### config.mk
export PLATFORM = sky130hd
export DESIGN_NAME = axi_mem_arbiter
export DESIGN_NICKNAME = d
export VERILOG_FILES = /design/src/rtl/axi_arb_pkg.sv /design/src/rtl/axi_mem_arbiter_rr_arb2.sv /design/src/rtl/axi_mem_arbiter.sv
export SDC_FILE = /design/constraint.sdc
export NUM_CORES = 1
export LEC_CHECK = 0
export ABC_CLOCK_PERIOD_IN_PS = 2100
export CAP_MARGIN = 5
export CORE_AREA = 2 2 205 207
export CTS_BUF_LIST = sky130_fd_sc_hd__clkbuf_16
export DETAILED_ROUTE_END_ITERATION = 16
export DIE_AREA = 0 0 207 209
export GPL_TIMING_DRIVEN = 0
export SLEW_MARGIN = 20
export SYNTH_ARGS = -nofsm -noshare
export SYNTH_HDL_FRONTEND = slang
export SYNTH_SLANG_ARGS = --single-unit
export TNS_END_PERCENT = 5
### constraint.sdc
create_clock -name aclk -period 2.1 [get_ports aclk]
set_clock_uncertainty 0.05 [all_clocks]
set_input_delay 0.42 -clock aclk [delete_from_list [all_inputs] [get_ports aclk]]
set_output_delay 0.42 -clock aclk [all_outputs]
set_load 0.02 [all_outputs]
### src/rtl/axi_arb_pkg.sv
// Shared definitions for the two-master AXI memory arbiter:
// FSM state codes, owner encoding and AXI response codes.
package axi_arb_pkg;

  localparam logic [2:0] ST_IDLE    = 3'd0;
  localparam logic [2:0] ST_RD_ADDR = 3'd1;
  localparam logic [2:0] ST_RD_DATA = 3'd2;
  localparam logic [2:0] ST_WR_REQ  = 3'd3;
  localparam logic [2:0] ST_WR_RESP = 3'd4;

  localparam logic OWNER_M0 = 1'b0;
  localparam logic OWNER_M1 = 1'b1;

  localparam logic [1:0] RESP_OKAY = 2'b00;

endpackage

### src/rtl/axi_mem_arbiter_rr_arb2.sv
// Two-input round-robin picker; on a tie the master that did not win last time is chosen.
module rr_arb2 (
  input  logic       clk_i,
  input  logic       rst_ni,
  input  logic [1:0] req_i,
  input  logic       advance_i,
  output logic [1:0] gnt_o
);

  // Reset to M1 so that M0 wins the very first tie.
  logic lastGrant_q, lastGrant_d;

  always_comb begin
    gnt_o = req_i;
    if (req_i == 2'b11) begin
      gnt_o = lastGrant_q ? 2'b01 : 2'b10;
    end
  end

  always_comb begin
    lastGrant_d = lastGrant_q;
    if (advance_i && gnt_o[1]) begin
      lastGrant_d = 1'b1;
    end else if (advance_i && gnt_o[0]) begin
      lastGrant_d = 1'b0;
    end
  end

  always_ff @(posedge clk_i) begin
    if (!rst_ni) begin
      lastGrant_q <= 1'b1;
    end else begin
      lastGrant_q <= lastGrant_d;
    end
  end

endmodule

### src/rtl/axi_mem_arbiter.sv
// Serialises IFU (M0, read-only) and LSU (M1, read/write) AXI traffic onto one memory
// slave, one transaction at a time, round-robin between masters, write before read in M1.
module axi_mem_arbiter
  import axi_arb_pkg::*;
#(
  parameter int ADDR_W = 32,
  parameter int DATA_W = 64
) (
  input  logic                aclk,
  input  logic                aresetn,
  input  logic [ADDR_W-1:0]   m0_araddr,
  input  logic                m0_arvalid,
  output logic                m0_arready,
  output logic [DATA_W-1:0]   m0_rdata,
  output logic [1:0]          m0_rresp,
  output logic                m0_rvalid,
  input  logic                m0_rready,
  input  logic [ADDR_W-1:0]   m1_araddr,
  input  logic                m1_arvalid,
  output logic                m1_arready,
  output logic [DATA_W-1:0]   m1_rdata,
  output logic [1:0]          m1_rresp,
  output logic                m1_rvalid,
  input  logic                m1_rready,
  input  logic [ADDR_W-1:0]   m1_awaddr,
  input  logic                m1_awvalid,
  output logic                m1_awready,
  input  logic [DATA_W-1:0]   m1_wdata,
  input  logic [DATA_W/8-1:0] m1_wstrb,
  input  logic                m1_wvalid,
  output logic                m1_wready,
  output logic [1:0]          m1_bresp,
  output logic                m1_bvalid,
  input  logic                m1_bready,
  output logic [ADDR_W-1:0]   s_araddr,
  output logic                s_arvalid,
  input  logic                s_arready,
  input  logic [DATA_W-1:0]   s_rdata,
  input  logic [1:0]          s_rresp,
  input  logic                s_rvalid,
  output logic                s_rready,
  output logic [ADDR_W-1:0]   s_awaddr,
  output logic                s_awvalid,
  input  logic                s_awready,
  output logic [DATA_W-1:0]   s_wdata,
  output logic [DATA_W/8-1:0] s_wstrb,
  output logic                s_wvalid,
  input  logic                s_wready,
  input  logic [1:0]          s_bresp,
  input  logic                s_bvalid,
  output logic                s_bready
);

  logic [2:0]          state_q, state_d;
  logic                owner_q, owner_d;
  logic [ADDR_W-1:0]   addr_q, addr_d;
  logic [DATA_W-1:0]   wdata_q, wdata_d;
  logic [DATA_W/8-1:0] wstrb_q, wstrb_d;
  logic                awDone_q, awDone_d;
  logic                wDone_q, wDone_d;

  logic       req0, req1, wreq1, advance;
  logic [1:0] gnt;

  // AW and W are only ever accepted together, so a lone AW is not a write request.
  assign req0    = m0_arvalid;
  assign wreq1   = m1_awvalid & m1_wvalid;
  assign req1    = wreq1 | m1_arvalid;
  assign advance = (state_q == ST_IDLE) && aresetn;

  rr_arb2 u_rr_arb2 (
    .clk_i     (aclk),
    .rst_ni    (aresetn),
    .req_i     ({req1, req0}),
    .advance_i (advance),
    .gnt_o     (gnt)
  );

  always_comb begin
    state_d    = state_q;
    owner_d    = owner_q;
    addr_d     = addr_q;
    wdata_d    = wdata_q;
    wstrb_d    = wstrb_q;
    awDone_d   = awDone_q;
    wDone_d    = wDone_q;
    m0_arready = 1'b0;
    m1_arready = 1'b0;
    m1_awready = 1'b0;
    m1_wready  = 1'b0;
    m0_rvalid  = 1'b0;
    m1_rvalid  = 1'b0;
    m1_bvalid  = 1'b0;
    s_arvalid  = 1'b0;
    s_rready   = 1'b0;
    s_awvalid  = 1'b0;
    s_wvalid   = 1'b0;
    s_bready   = 1'b0;
    m0_rdata   = s_rdata;
    m0_rresp   = s_rresp;
    m1_rdata   = s_rdata;
    m1_rresp   = s_rresp;
    m1_bresp   = s_bresp;
    s_araddr   = addr_q;
    s_awaddr   = addr_q;
    s_wdata    = wdata_q;
    s_wstrb    = wstrb_q;

    case (state_q)
      ST_IDLE: begin
        if (advance && gnt[0]) begin
          m0_arready = 1'b1;
          addr_d     = m0_araddr;
          owner_d    = OWNER_M0;
          state_d    = ST_RD_ADDR;
        end else if (advance && gnt[1]) begin
          owner_d = OWNER_M1;
          if (wreq1) begin
            m1_awready = 1'b1;
            m1_wready  = 1'b1;
            addr_d     = m1_awaddr;
            wdata_d    = m1_wdata;
            wstrb_d    = m1_wstrb;
            state_d    = ST_WR_REQ;
          end else begin
            m1_arready = 1'b1;
            addr_d     = m1_araddr;
            state_d    = ST_RD_ADDR;
          end
        end
      end
      ST_RD_ADDR: begin
        s_arvalid = 1'b1;
        if (s_arready) begin
          state_d = ST_RD_DATA;
        end
      end
      ST_RD_DATA: begin
        if (owner_q == OWNER_M1) begin
          m1_rvalid = s_rvalid;
          s_rready  = m1_rready;
        end else begin
          m0_rvalid = s_rvalid;
          s_rready  = m0_rready;
        end
        if (s_rvalid && s_rready) begin
          state_d = ST_IDLE;
        end
      end
      // The slave may take AW and W in either order or together.
      ST_WR_REQ: begin
        s_awvalid = !awDone_q;
        s_wvalid  = !wDone_q;
        awDone_d  = awDone_q | (s_awvalid & s_awready);
        wDone_d   = wDone_q | (s_wvalid & s_wready);
        if (awDone_d && wDone_d) begin
          state_d = ST_WR_RESP;
        end
      end
      ST_WR_RESP: begin
        m1_bvalid = s_bvalid;
        s_bready  = m1_bready;
        if (s_bvalid && m1_bready) begin
          state_d  = ST_IDLE;
          awDone_d = 1'b0;
          wDone_d  = 1'b0;
        end
      end
      default: state_d = ST_IDLE;
    endcase
  end

  always_ff @(posedge aclk) begin
    if (!aresetn) begin
      state_q  <= ST_IDLE;
      owner_q  <= OWNER_M0;
      addr_q   <= '0;
      wdata_q  <= '0;
      wstrb_q  <= '0;
      awDone_q <= 1'b0;
      wDone_q  <= 1'b0;
    end else begin
      state_q  <= state_d;
      owner_q  <= owner_d;
      addr_q   <= addr_d;
      wdata_q  <= wdata_d;
      wstrb_q  <= wstrb_d;
      awDone_q <= awDone_d;
      wDone_q  <= wDone_d;
    end
  end

endmodule

==> metrics.md, run 1 <==
| Metric | Value |
|---|---|
| Simple-gate portion of the synthesized area | `0.170` |
| Syn_area_per_cell | `7.96 sq um` |
| Crit-path slowest cell | `or4b_4` |
| Antenna Cells | `0` |
| First-pass DRT Iterations | `4` |
| H-tree depth | `3` |
| DRT antenna net count | `0` |
| Worst setup path start | `state_q[0]` |
| Pleak | `4.92 nW` |
| Hold Path Class | `reg2reg` |
| Mapped Cells | `797` |
| Largest net degree at the start of global routing | `22` |
| XOR/XNOR Fraction of Synth Area | `0` |
| Final instance area | `0.0123 sq mm` |
| GRT Total Usage | `0.139` |
| Final WS setup | `-0.452 ns` |
| Post-synth EDFFs | `0` |
| Slowest stage delay, CP | `0.54 ns` |
| Post-Syn Area | `0.00634 sq mm` |
| Vias in the first global route | `7189` |
| Post-route insts no fill | `1829` |
| Status | `finished with violations` |
| Clk pin slew, worst setup/hold paths | `0.09 ns` |
| First-pass GRT wire length | `45400 microns` |
| CP Capture Type | `output pin` |
| Final Hold Fails | `0` |
| Via density per instance | `3.85` |
| Synth Area in Compound Gates | `0.215` |
| Post-synth top flop | `dfxtp_1` |
| Final period util | `1.22` |
| Worst Path Max Fanout | `5` |
| Top cells by area, synth | `dfxtp_1 (35%), buf_4 (20%), nand2_1 (8.9%)` |
| Total gr overflow | `0` |
| HPWL after DPL | `25600 microns` |
| Clock Latency Late Sink | `0.36 ns` |
| Core Footprint | `0.0413 sq mm` |
| Worst EP arrival | `2.08 ns` |
| Die Wd | `207 microns` |
| FP Rows | `75` |
| Clk root buf | `clkbuf_16` |
| YS warnings | `0` |
| Max_slew headroom | `0.416` |
| Max cap viols | `0` |
| Share of cells above drive strength 1 | `0.210` |
| # port buffers | `460` |
| Cell family with most CP delay | `simple AND/OR/NAND/NOR gates` |
| Post-CTS Hold Buffers | `0` |
| Critical Path Source Type | `flip-flop` |
| Worst path bufs/invs | `4` |
| Final setup fails | `34` |
| Max Clk Rate | `392 MHz` |
| Inst Count DP | `1796` |
| Crit path cell chain | `or4b_4 -> or3_4 -> clkinv_8 -> buf_12 -> buf_6 -> buf_6` |
| Async S/R FF share, synth | `0` |
| Die area | `0.0433 sq mm` |
| Synth-to-Final Area Change | `93.8%` |
| Data required time of the worst path | `1.63 ns` |
| Proportion of synthesized area in mux cells | `0.00316` |
| Worst VDD drop | `0.365 mV` |
| Placed inst area | `0.0116 sq mm` |
| Tmin final | `2.55 ns` |
| CP dominant cell by count | `buf_6` |
| Initial Utilization | `0.154` |
| RSZ-0062 raised after global routing | `true` |
| DR vias | `7035` |
| Fin. max-slew vios | `0` |
| Longest Clk Path Bufs | `2` |
| Layout filler cell count | `4373` |
| Remaining DRCs | `0` |
| Top cell type's share of synthesized area | `0.350` |
| Critical path class | `reg2out` |
| TritonCTS clock tree | `done` |
| Initial antenna violation count | `5` |
| Die Ht | `209 microns` |
| Pwr Density | `557 mW/mm^2` |
| Drt wl/cell | `17.0 microns` |
| Register area share after synthesis | `0.350` |
| Most frequent cell after synthesis | `buf_4` |
| GP Congestion | `0.907` |
| Num CTS Buffers | `9` |
| Most frequent cells after synthesis | `buf_4 (167), nand2_1 (150), dfxtp_1 (111)` |
| Pre-CTS setup slack | `-1.75 ns` |
| Detailed Route Iter0 Violations | `190` |
| Hold Crit Start | `s_wdata[28]` |
| Yosys top cell by area | `dfxtp_1` |
| # nets final | `1535` |
| Failing checks | `negative setup slack` |
| Worst Tran Pin Value | `0.876 ns` |
| Library cells used by synthesis | `38` |
| Post-Route WL | `31000 microns` |
| Worst reg2reg startpoint | `state_q[0]` |
| Main combinational cell family by area after synthesis | `buffers and inverters` |
| Synthesized net count | `1047` |
| Synth Register Bits | `111` |
| Ports | `532` |
| Synth Area in Adders | `0` |
| Min Hold Slack | `0.405 ns` |
| Clk sink count | `111` |
[cell type report]
type	count	area [sq um]	share of cell area
buffer	219	1620	0.132
clock buffer	9	225	0.0183
clock inverter	7	75.1	0.00611
inverter	34	140	0.0114
multi-input combinational	430	2580	0.210
sequential	111	2230	0.181
tap	539	674	0.0549
timing repair buffer	480	4750	0.386
[power by group]
group          internal, mW  switching [mW]  total [mW]
combinational          1.48            1.20        2.68
clock                 0.848           0.966        1.81
sequential             2.24           0.114        2.35
total                  4.56            2.28        6.85
[path summary, 6_finish.rpt]
kind,slack [ns],depth (start not counted),endpoint
hold / removal,0.41,2,s_wdata[28]
hold reg to reg,0.41,2,s_wdata[28]
setup reg to reg,-0.08,9,s_araddr[27]
setup / recovery,-0.45,6,m1_wready
[sequential cells by signal (all words and copies together) (netlist names)]
| name | cells |
|---|---|
| s_wdata | 64 |
| s_araddr | 32 |
| s_wstrb | 8 |
| state_q | 3 |
| awDone_q | 1 |
| owner_q | 1 |
| u_rr_arb2.lastGrant_q | 1 |
| wDone_q | 1 |
[kinds of logic (layout without fill, tap and decap cells)]
logic type / after synthesis / count (layout)
AOI/OAI and AO/OA: 182 / 182
buffers and inverters: 256 / 749
DFF: 111 / 111
muxes: 2 / 2
and+or+nand+nor: 246 / 246
[placed cells by master, fill, tap and decap left out, drive strengths merged, types with 4 or more instances in the layout]
cell type	n
clkdlybuf4s50	447
buf	211
nand2	150
dfxtp	111
a21boi	73
clkbuf	50
nor2	40
inv	36
and3	33
a31oi	32
o2bb2ai	32
o21a	32
clkinv	5
and2	4
nor2b	4
[worst register-to-register path, cell delays in order, from the launching register on]
cell and delay, ns:
dfxtp_2 0.33, buf_4 0.13, buf_8 0.12, nor4b_4 0.36, buf_4 0.18, buf_4 0.11, nand2b_2 0.15, clkbuf_1 0.28
o2bb2ai_1 0.20, o21a_1 0.17
[through the flow]
step | setup TNS [ns] | util | power [mW]
after detailed placement | -98.98 | 0.282 | 4.92
final | -2.39 | 0.298 | 6.85
after floorplan | -0.0899 | - | 3.65
after global routing | -9.04 | 0.298 | 7.20
after CTS | -5.47 | 0.295 | 6.90
after global placement | -101.50 | 0.282 | 4.90
[metal layers]
metal / track usage / wire length (microns)
met2: 0.270 / 16900
met4: 0.0436 / 745
met1: 0.141 / 11000
met5: 0 / 57
met3: 0.0424 / 2320
[repair_timing]
item	in CTS	in global routing
hold endpoints to repair	0	0
setup buffers	14	6
pin swaps	4	4
gates resized for setup	93	56
setup endpoints to repair	118	105
Power figures use the tool's default switching activity.
==> inputs of run 2 (changes only) <==
Settings changed: ABC_CLOCK_PERIOD_IN_PS 2100 to unset, SLEW_MARGIN 20 to 30.
==> results of run 2 <==
Final layout, timing and power as in run 1 (identical DEF).
